==> config.mk <==
export PLATFORM = sky130hd
export DESIGN_NAME = clk_switch_ctrl
export DESIGN_NICKNAME = d
export VERILOG_FILES = /design/src/rtl/clk_switch_ctrl.sv
export SDC_FILE = /design/constraint.sdc
export NUM_CORES = 1
export LEC_CHECK = 0
export CORE_MARGIN = 2
export CORE_UTILIZATION = 48
export CTS_CLUSTER_SIZE = 20
export DETAILED_ROUTE_END_ITERATION = 8
export PLACE_DENSITY = 0.84
export SLEW_MARGIN = 20
export SYNTH_ARGS = -nofsm -noshare
export SYNTH_HDL_FRONTEND = slang
export SYNTH_SLANG_ARGS = --single-unit
==> constraint.sdc <==
create_clock -name clk -period 1.93 [get_ports clk]
set_input_delay 0.386 -clock clk [delete_from_list [all_inputs] [get_ports clk]]
set_output_delay 0.386 -clock clk [all_outputs]
set_load 0.02 [all_outputs]
==> src/rtl/clk_switch_ctrl.sv <==
// clk_switch_ctrl: sequencer for a glitch-free N-way clock switch.
// Accepts source-change requests over a valid/ready handshake.
// Drives the switch select and then holds off further changes until a settle window expires.
// Rejects requests that target a source whose synchronized failure flag is set.
// Optional feature macro: CLK_SW_AUTO_FAILOVER_EN. When defined, the block moves off a
// failed active source on its own, to the lowest-index healthy source.
module clk_switch_ctrl #(
    parameter int CLK_NUM     = 4,
    parameter int SEL_W       = $clog2(CLK_NUM),
    parameter int DEFAULT_SEL = 0,
    parameter int SETTLE_CYC  = 16,
    parameter int CNT_W       = $clog2(SETTLE_CYC + 1)
) (
    input  logic               clk,
    input  logic               rst_n,
    input  logic               req_valid,
    input  logic [SEL_W-1:0]   req_sel,
    output logic               req_ready,
    input  logic [CLK_NUM-1:0] clk_fail,
    output logic [SEL_W-1:0]   sel,
    output logic [SEL_W-1:0]   cur_sel,
    output logic               busy,
    output logic               done,
    output logic               err,
    output logic               failover,
    output logic               all_fail
);

    typedef enum logic {
        IDLE   = 1'b0,
        SETTLE = 1'b1
    } state_t;

    // Select indices that address past the last real source read as failed.
    localparam int PAD_W = 1 << SEL_W;
    localparam logic [CNT_W-1:0] SETTLE_LOAD = CNT_W'(SETTLE_CYC - 1);
    localparam logic [SEL_W-1:0] RESET_SEL   = SEL_W'(DEFAULT_SEL);

    state_t             state_q;
    logic [CLK_NUM-1:0] fail_meta_q;
    logic [CLK_NUM-1:0] fail_s_q;
    logic [SEL_W-1:0]   sel_q;
    logic [SEL_W-1:0]   cur_sel_q;
    logic [CNT_W-1:0]   cnt_q;
    logic               done_q;
    logic               err_q;
    logic               all_fail_q;
    logic [PAD_W-1:0]   fail_pad;
    logic               all_fail_now;
    logic               fo_pend;

    // Two-flop synchronizer bringing the asynchronous failure flags into the clk domain
    always_ff @(posedge clk or negedge rst_n) begin
        if (!rst_n) begin
            fail_meta_q <= '0;
            fail_s_q    <= '0;
        end else begin
            fail_meta_q <= clk_fail;
            fail_s_q    <= fail_meta_q;
        end
    end

    // Failure vector widened to the full select range, with unused indices marked failed
    always_comb begin
        fail_pad              = '1;
        fail_pad[CLK_NUM-1:0] = fail_s_q;
    end

    assign all_fail_now = &fail_s_q;

`ifdef CLK_SW_AUTO_FAILOVER_EN
    logic             fo_q;
    logic [SEL_W-1:0] healthy_sel;

    // Lowest-index source whose synchronized failure flag is clear
    always_comb begin
        healthy_sel = '0;
        for (int i = CLK_NUM - 1; i >= 0; i--) begin
            if (!fail_s_q[i]) begin
                healthy_sel = SEL_W'(i);
            end
        end
    end

    // The same-cycle all-failed value is used so a failover never starts without a target
    assign fo_pend  = (state_q == IDLE) && fail_pad[cur_sel_q] && !all_fail_now;
    assign failover = fo_q;
`else
    assign fo_pend  = 1'b0;
    assign failover = 1'b0;
`endif

    assign req_ready = (state_q == IDLE) && !fo_pend;
    assign busy      = (state_q == SETTLE);
    assign sel       = sel_q;
    assign cur_sel   = cur_sel_q;
    assign done      = done_q;
    assign err       = err_q;
    assign all_fail  = all_fail_q;

    // Request/settle sequencer; status pulses default low and at most one is raised per cycle
    always_ff @(posedge clk or negedge rst_n) begin
        if (!rst_n) begin
            state_q    <= IDLE;
            sel_q      <= RESET_SEL;
            cur_sel_q  <= RESET_SEL;
            cnt_q      <= '0;
            done_q     <= 1'b0;
            err_q      <= 1'b0;
            all_fail_q <= 1'b0;
`ifdef CLK_SW_AUTO_FAILOVER_EN
            fo_q       <= 1'b0;
`endif
        end else begin
            done_q     <= 1'b0;
            err_q      <= 1'b0;
            all_fail_q <= all_fail_now;
`ifdef CLK_SW_AUTO_FAILOVER_EN
            fo_q       <= 1'b0;
`endif
            case (state_q)
                IDLE: begin
`ifdef CLK_SW_AUTO_FAILOVER_EN
                    if (fo_pend) begin
                        sel_q   <= healthy_sel;
                        cnt_q   <= SETTLE_LOAD;
                        state_q <= SETTLE;
                        fo_q    <= 1'b1;
                    end else
`endif
                    if (req_valid && req_ready) begin
                        if (fail_pad[req_sel]) begin
                            err_q <= 1'b1;
                        end else if (req_sel == cur_sel_q) begin
                            done_q <= 1'b1;
                        end else begin
                            sel_q   <= req_sel;
                            cnt_q   <= SETTLE_LOAD;
                            state_q <= SETTLE;
                        end
                    end
                end
                SETTLE: begin
                    if (cnt_q == '0) begin
                        cur_sel_q <= sel_q;
                        state_q   <= IDLE;
                        if (fail_pad[sel_q]) begin
                            err_q <= 1'b1;
                        end else begin
                            done_q <= 1'b1;
                        end
                    end else begin
                        cnt_q <= cnt_q - CNT_W'(1);
                    end
                end
                default: begin
                    state_q <= IDLE;
                end
            endcase
        end
    end

endmodule
Word level (Yosys, flattened, before mapping)
Cells that the tools add are included.
{"block": "op_classes", "order_cmp": 2, "reduce_logical": 6, "mux": 25, "n_eq_ne": 5, "addsub": 1, "bitwise": 3}
{"cell": "$mux 5", "count": 4}
{"cell": "$mux 1", "count": 15}
{"cell": "$reduce_and 4->1", "count": 3}
{"cell": "$pmux 5 s2", "count": 1}
{"cell": "$lt 2x3->1 const B", "count": 2}
{"cell": "$ne 2x2->1 const B", "count": 3}
{"cell": "$pmux 1 s2", "count": 3}
{"cell": "$logic_not 5->1", "count": 1}
{"cell": "$sub 5x1->5 const B", "count": 1}
{"cell": "$bmux 1 s2", "count": 2}
{"cell": "$not 1->1", "count": 3}
{"cell": "$eq 2x2->1", "count": 1}
{"cell": "$ne 2x1->1 const B", "count": 1}
{"cell": "$reduce_and 2->1", "count": 1}
{"cell": "$logic_and 1x1->1", "count": 1}
{"block": "word_totals", "word_cells": 51, "regBits": 21}

Longest topological paths before layout
Gate-level depths: netlist of run 1.
{"block": "depth", "ltp_word": 5, "ltp_mapped": 5, "ltp_nobuf": 5}

Worst setup path after synthesis of run 1
OpenSTA, ideal clock, no wires.
{"block": "synth_timing", "path_type": "input-to-reg", "from": "input req_sel[0]", "to": "register sel_q[0], in the netlist sel[0]", "t_required_ns": 1.805, "path_slack_ns": 0.213, "setup_ns": 0.125, "n_path_buf": 0, "stages": 3, "arrival_ns": 1.592, "cell_sequence": "mux4_2 a2111o_4 mux2_4"}
{"block": "synth_via", "elab_chain_cells": 4, "elab_cells_between_ends": 6, "cone_classes": "eq/ne (1); mux (2); bitwise (2); reduce/logical (1)"}
{"element": "start: declaration", "line": "17", "text": "input logic [SEL_W-1:0] req_sel,"}
{"element": "$bmux 1 s2", "line": "132", "text": "if (fail_pad[req_sel]) begin"}
{"element": "$mux 1 (not written as such)", "line": "132"}
{"element": "$not 1->1 (no source line)"}
{"element": "$reduce_and 4->1 (no source line)"}
{"element": "end signal: assignment", "line": "137", "text": "sel_q <= req_sel;"}
{"element": "end: declaration", "line": "42", "text": "logic [SEL_W-1:0] sel_q;"}
Parallel ways exist; a longest one is shown, timed or not. The select of a mux whose other input is x is not followed.
A chain may end at the register's enable or synchronous reset.

Worst setup path in the final report of run 1
{"block": "layout_timing", "from": "register state_q, in the netlist busy", "to": "output busy"}
{"element": "start: declaration", "line": "39", "text": "state_t state_q;"}
{"element": "start signal: assignment", "line": "104", "text": "state_q <= IDLE;"}
{"element": "start signal: assignment", "line": "139", "text": "state_q <= SETTLE;"}
{"element": "start signal: assignment", "line": "146", "text": "state_q <= IDLE;"}
{"element": "end: declaration", "line": "22", "text": "output logic busy,"}
No word-level cell between the ends.

==> results.toml, run 1 <==
[synthesis]
synth.net_count = 72
synth-main-ff-cell = "dfrtp_1"
synthMuxAreaShare_pct = 11.3
synth_top_cell_by_area = "dfrtp_1"
synth_seq_cells = 21
synth_top_family_by_area = "compound AO/OA/AOI/OAI gates"
synth_most_common_cell = "dfrtp_1"
synthAdderAreaFrac_pct = 1.45
synth-edff-count = 0
yosysWarnings = 0
synth.avg_cell_area_sq_um = 13.9
synth-xor-area-share_pct = 2.03
seq_area_frac_synth_pct = 60.8
ys_types = 28
synth_commonest_cells = "dfrtp_1 (21), a21oi_1 (5), inv_1 (4)"
netlist_instances = 62
synthArstFlopShare_pct = 100
synth_compound_area_share_pct = 12.0
synth_top_area_share_pct = 60.8
yosys.area_share.simple_pct = 8.97
syn-cell-area_sq_um = 865
ys_top_cells_by_area = "dfrtp_1 (61%), mux4_2 (5.2%), mux2_4 (3.5%), a21oi_1 (2.9%), mux2_2 (2.6%)"

[route]
highest_layer = "met4"
vias_per_cell = 5.51
remaining_drc_errors = 0
vias = 628
wirelength_met1_um = 637
dr_wl_met2_um = 869
detail-route-antenna-nets = 0
drt-initial-drc-count = 10
dr_wl_met3_um = 101
first_pass_iters = 4
routed_wirelength_um = 1630
routedWlPerCell_um = 14.3

[place]
dp_slack_ns = -0.351
port_buffers = 17
dp_hpwl_um = 1310
gp_congestion = 0.824

[power_and_ir_drop]
power.total_mw = 1.49
power_leakage_nw = 0.506
ir_drop_v = 0.000630
power_density_nw_per_um2 = 1310

[run_status]
outcome = "completed"

[floorplan]
die_area_sq_um = 2160
rows = 15
die_w_um = 46.4
fp.coreArea_sq_um = 1710
ioPinCount = 19
initial_core_util_pct = 50.6
dieHeight_um = 46.4

[clock_network]
htree_levels = 1
cts_tree = "built"
post_cts_buffers = 0
clock_sinks = 21
postCtsHoldBufs = 0
clk_root_buffer_cell = "clkbuf_4"
cts_inserted_buffers = 3
clk_pin_slew_ns = 0.12
cts.path.max_buffers = 2
clock_latency_ns = 0.29

[worst_setup_path]
ff2ff_path_depth = 3
path_class = "flip-flop to output port"
cp-end-kind = "output port"
reg2reg_setup_slack_ns = 0.13
arrival_ns = 1.45
regToRegStartpoint = "fail_pad[3]$_DFF_PN0_"
cp-start-kind = "flip-flop"
worstPathMaxFanout = 12
crit_required_ns = 1.54
crit_start = "busy$_DFF_PN0_"

[sta]
hold_violations = 0
slew_viol_final = 0
fmax_ghz = 0.544
fin_skew_ns = 0.00186
setup_violations = 0
post-route-min-period_ns = 1.84
rsz0062_at_grt = "no"
fin_crit_sh_pct = 95.2
fin_tns_setup_ns = 0
setup_slack_ns = 0.0926

[min_path]
worstHoldPathType = "flip-flop to flip-flop"
worstHoldPathCells = 0
hp-start = "fail_meta_q[3]$_DFF_PN0_"

[finish]
nets = 100
finish.utilization_pct = 66.8
layout-drive-gt1-share_pct = 23.6
nFillCells = 127
area_delta_synth_final_pct = 32.0
antenna_cells = 0

[global_route]
track_usage_pct = 17.0
grt_antenna_before_repair = 0
grt_pass1_wl_um = 2510
first_global_vias = 585
grt_overflow = 0
grt_max_degree = 22

[run]
cap_violations = 0
## repair_timing
action | in CTS | in global routing
hold endpoints to repair | 0 | 0
setup endpoints to repair | 4 | 0
gates resized for setup | 1 | 0
## worst max-delay path, cell delays in order (launching register included)
cell	delay, ns
dfrtp_1	0.36
buf_4	0.18
clkdlybuf4s50_1	0.62
## placed cells by master (no fill, tap or decap)
cell type / n
or4b_2: 1
o21ai_0: 1
a211oi_1: 1
nor3_1: 2
clkinv_2: 1
a32oi_1: 2
nor2b_1: 1
mux4_2: 2
conb_1: 1
xnor2_1: 2
buf_4: 8
a21oi_1: 5
nand3_1: 1
ha_1: 1
mux2_4: 2
and3_1: 1
o22ai_1: 1
a2111o_4: 1
inv_1: 4
dfrtp_1: 21
dlygate4sd2_1: 1
and4_1: 1
nand2b_1: 2
a32o_1: 1
mux2_2: 2
nor4b_1: 1
clkbuf_4: 3
nand2_1: 1
clkdlybuf4s50_1: 16
nor4_1: 1
o311a_2: 1
## per-layer routing
layer	up-vias	GRT usage, %
met3	4	2.75
li1	283	-
met1	304	22.0
met5	-	0
met4	0	8.00
met2	37	27.8
## stage by stage
step                      hold WS (ns)  cell area [sq um]  instances
after floorplan                 0.0904                865         62
after global placement           0.331               1110        110
after detailed placement         0.339               1110        110
after CTS                        0.367               1140        114
after global routing             0.376               1140        114
final                            0.363               1140        114
## path summary, 6_finish.rpt
kind | to
worst max-delay path | busy
worst min-delay path | fail_pad[3]$_DFF_PN0_
worst max register to register | sel[1]$_DFFE_PN0P_
worst min register to register | fail_pad[3]$_DFF_PN0_
max in group asynchronous | fail_pad[1]$_DFF_PN0_
min in group asynchronous | cnt_q[2]$_DFFE_PN0P_
## cell families after synthesis
| group | after synthesis |
|---|---|
| DFF | 21 |
| AOI/OAI and AO/OA | 13 |
| and+or+nand+nor | 12 |
| muxes | 6 |
| buffers and inverters | 6 |
| xor gates and xnor gates | 2 |
| adders and majority gates | 1 |
| other | 1 |
## sequential cells by signal, summed over array words and instances (netlist names)
| signal | flops |
|---|---|
| busy | 1 |
| all_fail | 1 |
| cnt_q | 5 |
| fail_meta_q | 4 |
| fail_pad | 4 |
| done | 1 |
| cur_sel | 2 |
| err | 1 |
| sel | 2 |
## area by class of cell
class	instances	area, sq um	share of cell area, %
Clock buffer	3	22.5	1.97
Clock inverter	1	5.00	0.439
Inverter	4	15.0	1.32
Multi-Input combinational cell	35	313	27.4
Sequential cell	21	526	46.1
Tap cell	25	31.3	2.74
Timing Repair Buffer	25	229	20.1
## power breakdown
part	total, mW	switching [mW]	internal (mW)
sequential	0.648	0.101	0.547
clock	0.205	0.128	0.0770
combinational	0.639	0.302	0.337
Note: power is estimated with default switching activity, not from simulation.
==> inputs of run 2 (changes only) <==
--- a/config.mk
+++ b/config.mk
@@ -10,6 +10,7 @@
 export CTS_CLUSTER_SIZE = 20
 export DETAILED_ROUTE_END_ITERATION = 8
 export PLACE_DENSITY = 0.84
+export SETUP_SLACK_MARGIN = 0.1
 export SLEW_MARGIN = 20
 export SYNTH_ARGS = -nofsm -noshare
 export SYNTH_HDL_FRONTEND = slang
==> run 2 against run 1 <==
  * Non-clock buffer count is 1 higher
  * Core utilization is 0.51 points higher
  * Global-route usage is 0.082 points higher
  * Combinational power is 1% lower
  * Die area stayed put
  * Total power is 0.39% lower
  * Critical endpoint is now sel[1]
  * Largest power group unchanged
==> results.toml, run 2 (same netlist as run 1, synthesis figures left out) <==
[run_status]
outcome = "completed"

[place]
dp_hpwl_um = 1310
port_buffers = 17
dp_slack_ns = -0.351
gp_congestion = 0.824
placed_cell_area_sq_um = 1110
dp.cells = 110

[power_and_ir_drop]
power_leakage_nw = 0.515
ir_drop_v = 0.000642
power_density_nw_per_um2 = 1290
p_sw_uw = 537
p_int_uw = 950
power.total_mw = 1.49
p_comb_share_pct = 42.3
clkPwrFrac_pct = 13.8
seq_power_share_pct = 43.9
p_sw_share_pct = 36.1

[floorplan]
initial_core_util_pct = 50.6
die_w_um = 46.4
fp.coreArea_sq_um = 1710
dieHeight_um = 46.4
rows = 15
die_area_sq_um = 2160
ioPinCount = 19

[worst_setup_path]
cp_num_buf_inv = 1
ff2ff_path_depth = 3
cp_slowest_stage_delay_ns = 0.63
worst_path_max_delay_cell = "clkdlybuf4s50_1"
path_class = "flip-flop to output port"
path_cells = "clkdlybuf4s50_1"
crit_required_ns = 1.54
cp-end-kind = "output port"
worstPathMaxFanout = 4
cp-start-kind = "flip-flop"
cp_top_family = "buffers and inverters"
path_depth = 1
arrival_ns = 1.37

[route]
remaining_drc_errors = 0
first_pass_iters = 4
vias_per_cell = 5.50
vias = 632
routedWlPerCell_um = 14.7
drt-initial-drc-count = 7
routed_wirelength_um = 1690
detail-route-antenna-nets = 0

[sta]
post-route-min-period_ns = 1.75
rsz0062_at_grt = "no"
fin_tns_setup_ns = 0
slew_viol_final = 0
hold_violations = 0
fin_hold_ws_ns = 0.364
setup_slack_ns = 0.177
fmax_ghz = 0.570
setup_violations = 0
fin_crit_sh_pct = 90.8
fin_skew_ns = 0.00150

[global_route]
first_global_vias = 589
grt_overflow = 0
grt_pass1_wl_um = 2530
grt_antenna_before_repair = 0
track_usage_pct = 17.1
grt_max_degree = 22

[clock_network]
cts_tree = "built"
clk_root_buffer_cell = "clkbuf_4"
clock_sinks = 21
clock_latency_ns = 0.29
cts.path.max_buffers = 2
postCtsHoldBufs = 0
htree_levels = 1
cts_inserted_buffers = 3
clk_pin_slew_ns = 0.11

[run]
cap_violations = 0

[min_path]
worstHoldPathType = "flip-flop to flip-flop"
worstHoldPathCells = 0

[finish]
nets = 101
largest_reg_flops = 5
mostFrequentLayoutCells = "dfrtp_1 (21), clkdlybuf4s50_1 (14), buf_4 (9)"
layout-drive-gt1-share_pct = 24.4
multi_input_area_sq_um = 317
seqCellArea_sq_um = 526
final_cells = 115
antenna_cells = 0
top_register = "cnt_q"
final_common_cell = "dfrtp_1"
area_delta_synth_final_pct = 33.0
finish.utilization_pct = 67.3
stdcell_area_sq_um = 1150
nFillCells = 125
## run 2: cell types whose count changed in the layout (fill, tap and decap cells not counted)
cell / before / now
clkdlybuf4s50_1: 16 / 14
buf_4: 8 / 9
dlygate4sd2_1: 1 / 3
or4b_4: 0 / 1
or4b_2: 1 / 0
## run 2: metal layers
layer,up-vias,routed length (um),global-route usage [%],share of wire (%)
li1,288,-,-,-
met1,315,685,22.0,41
met2,25,898,28.1,53
met3,4,77,2.75,4.6
met4,0,29,8.00,1.7
met5,-,0,0,0
## run 2: area by class of cell
| type | count | area share [%] |
|---|---|---|
| flip-flops and latches | 21 | 45.7 |
| multi-input cells | 35 | 27.5 |
| repair buffers | 26 | 20.3 |
| inverters | 4 | 1.31 |
| clock buffers | 3 | 1.96 |
| well taps | 25 | 2.72 |
| clock inverters | 1 | 0.435 |
## run 2: final timing paths
path | startpoint | end | slack [ns]
setup reg to reg | fail_pad[3]$_DFF_PN0_ | sel[1]$_DFFE_PN0P_ | 0.21
max in group asynchronous | rst_n | err$_DFF_PN0_ | 1.31
hold reg to reg | fail_meta_q[3]$_DFF_PN0_ | fail_pad[3]$_DFF_PN0_ | 0.36
hold / removal | fail_meta_q[3]$_DFF_PN0_ | fail_pad[3]$_DFF_PN0_ | 0.36
setup / recovery | sel[1]$_DFFE_PN0P_ | sel[1] | 0.18
min in group asynchronous | rst_n | cnt_q[2]$_DFFE_PN0P_ | 0.42
## run 2: timing repair
| action | 4_1_cts | 5_1_grt |
|---|---|---|
| resized for setup | 3 | 1 |
| setup buffers | 0 | 1 |
| pin swaps | 1 | 1 |
| hold endpoints to repair | 0 | 0 |
| endpoints found under the setup margin | 10 | 6 |
## run 2: power by group through the flow
| stage | Combinational [mW] | Clock [mW] | Sequential (mW) |
|---|---|---|---|
| floorplan | 0.310 | 0 | 0.708 |
| CTS | 0.627 | 0.210 | 0.650 |
| finish | 0.630 | 0.205 | 0.653 |
| detailed placement | 0.640 | 0 | 0.660 |
| global placement | 0.614 | 0 | 0.650 |
| global route | 0.675 | 0.225 | 0.667 |
==> inputs of run 3 (changes only) <==
--- a/config.mk
+++ b/config.mk
@@ -10,6 +10,7 @@
 export CTS_CLUSTER_SIZE = 20
 export DETAILED_ROUTE_END_ITERATION = 8
 export PLACE_DENSITY = 0.84
+export RECOVER_POWER = 100
 export SETUP_SLACK_MARGIN = 0.1
 export SLEW_MARGIN = 20
 export SYNTH_ARGS = -nofsm -noshare
==> run 3 against run 2 <==
  * Total power decreased by 3.6%
  * Sequential cell count stayed put
  * Clock-buffer cell count did not move
  * Clock power barely moved
  * Wire length fell by 1.0%
  * Cell area shrank 1.8%
  * Fmax fell by 2.6%
  * Critical path type unchanged
==> results.toml, run 3 (same netlist as run 1, synthesis figures left out) <==
[run_status]
outcome = "completed"

[finish]
top_register = "cnt_q"
final_common_cell = "dfrtp_1"
layout-drive-gt1-share_pct = 18.9
largest_reg_flops = 5
stdcell_area_sq_um = 1130
antenna_cells = 0
mostFrequentLayoutCells = "dfrtp_1 (21), dlygate4sd3_1 (12), a21oi_1 (5)"
final_cells = 115
area_delta_synth_final_pct = 30.5
nets = 101

[min_path]
worstHoldPathType = "flip-flop to flip-flop"
hp-start = "fail_meta_q[3]$_DFF_PN0_"
min_to = "fail_pad[3]$_DFF_PN0_"
worstHoldPathCells = 0

[worst_setup_path]
crit_required_ns = 1.54
path_depth = 1
cp_num_buf_inv = 1
path_cells = "dlygate4sd3_1"
reg2reg_setup_slack_ns = 0.20
cp_slowest_stage_delay_ns = 0.69
worst_path_max_delay_cell = "dlygate4sd3_1"
ff2ff_path_depth = 3
r2r-end = "sel[1]$_DFFE_PN0P_"
cp-start-kind = "flip-flop"
regToRegStartpoint = "fail_pad[3]$_DFF_PN0_"
path_class = "flip-flop to output port"
cp_top_family = "buffers and inverters"
worstPathMaxFanout = 4
arrival_ns = 1.41
cp-end-kind = "output port"

[clock_network]
cts_tree = "built"
clk_root_buffer_cell = "clkbuf_4"
htree_levels = 1
clock_latency_ns = 0.29
clock_sinks = 21
cts_inserted_buffers = 3
clk_pin_slew_ns = 0.11
cts.path.max_buffers = 2

[route]
vias = 631
remaining_drc_errors = 0
detail-route-antenna-nets = 0
drt-initial-drc-count = 6
routed_wirelength_um = 1670
vias_per_cell = 5.49
routedWlPerCell_um = 14.5
first_pass_iters = 4

[global_route]
grt_max_degree = 22
track_usage_pct = 17.1
grt_antenna_before_repair = 0
first_global_vias = 589
grt_overflow = 0
grt_pass1_wl_um = 2530

[sta]
fmax_ghz = 0.556
hold_violations = 0
fin_crit_sh_pct = 93.3
rsz0062_at_grt = "no"
post-route-min-period_ns = 1.80
slew_viol_final = 0
fin_tns_setup_ns = 0
maxSlewHeadroom_pct = 27.7
tightestPinTransition_ns = 1.08
setup_violations = 0
fin_skew_ns = 0.00201
setup_slack_ns = 0.130

[power_and_ir_drop]
power_leakage_nw = 0.510
power.total_mw = 1.43
ir_drop_v = 0.000622
power_density_nw_per_um2 = 1270

[place]
placed_cell_area_sq_um = 1110
dp_slack_ns = -0.351
dp.cells = 110
port_buffers = 17
dp_hpwl_um = 1310
gp_congestion = 0.824

[floorplan]
initial_core_util_pct = 50.6
die_area_sq_um = 2160
rows = 15
ioPinCount = 19
die_w_um = 46.4
dieHeight_um = 46.4
fp.coreArea_sq_um = 1710

[run]
cap_violations = 0
## run 3: changes by cell type in the layout (fill, tap and decap cells not counted), moves of 2 or more
cell / change
dlygate4sd3_1: +12
clkbuf_1: +3
clkdlybuf4s50_1: -12
buf_4: -5
mux2_4: -2
mux2_1: +2
## run 3: timing repair
| item | 4_1_cts | 5_1_grt |
|---|---|---|
| pin swaps | 1 | 1 |
| hold buffers | 0 | 0 |
| gates resized for setup | 3 | 1 |
| buffers inserted | 0 | 1 |
| setup endpoints to repair | 10 | 6 |
## run 3: final cells by class
class                      count  area (sq um)
inverter                       4          15.0
sequential                    21           526
timing repair buffer          26           220
fill                         128           579
clock buffer                   3          22.5
tap                           25          31.3
multi-input combinational     35           309
clock inverter                 1          5.00
## run 3: how the worst max path moves through the flow
stage / slack [ns] / startpoint / to
2_1_floorplan: 0.21 / req_sel[0] / sel[0]$_DFFE_PN0P_
3_3_place_gp: -0.30 / req_sel[0] / sel[0]$_DFFE_PN0P_
3_5_place_dp: -0.35 / req_sel[0] / sel[1]$_DFFE_PN0P_
4_1_cts: 0.12 / fail_pad[3]$_DFF_PN0_ / sel[1]$_DFFE_PN0P_
5_1_grt: 0.07 / sel[0]$_DFFE_PN0P_ / sel[0]
6_report: 0.13 / sel[1]$_DFFE_PN0P_ / sel[1]
## run 3: routing by layer
layer / vias to the layer above / wire, um / track usage [%]
li1: 287 / - / -
met2: 26 / 884 / 28.1
met5: - / 0 / 0
met4: 0 / 32 / 8.00
met3: 6 / 87 / 2.75
met1: 312 / 669 / 22.0
## run 3: power by group
part | switching, mW | total, mW | internal (mW)
logic | 0.303 | 0.581 | 0.278
clock network | 0.128 | 0.205 | 0.0770
registers | 0.101 | 0.648 | 0.547
## run 3: metrics by stage
step | util [%] | hold slack (ns)
final | 66.1 | 0.364
after global routing | 66.1 | 0.377
after CTS | 66.7 | 0.367
after detailed placement | 65.3 | 0.339
after global placement | 65.3 | 0.331
after floorplan | - | 0.0904
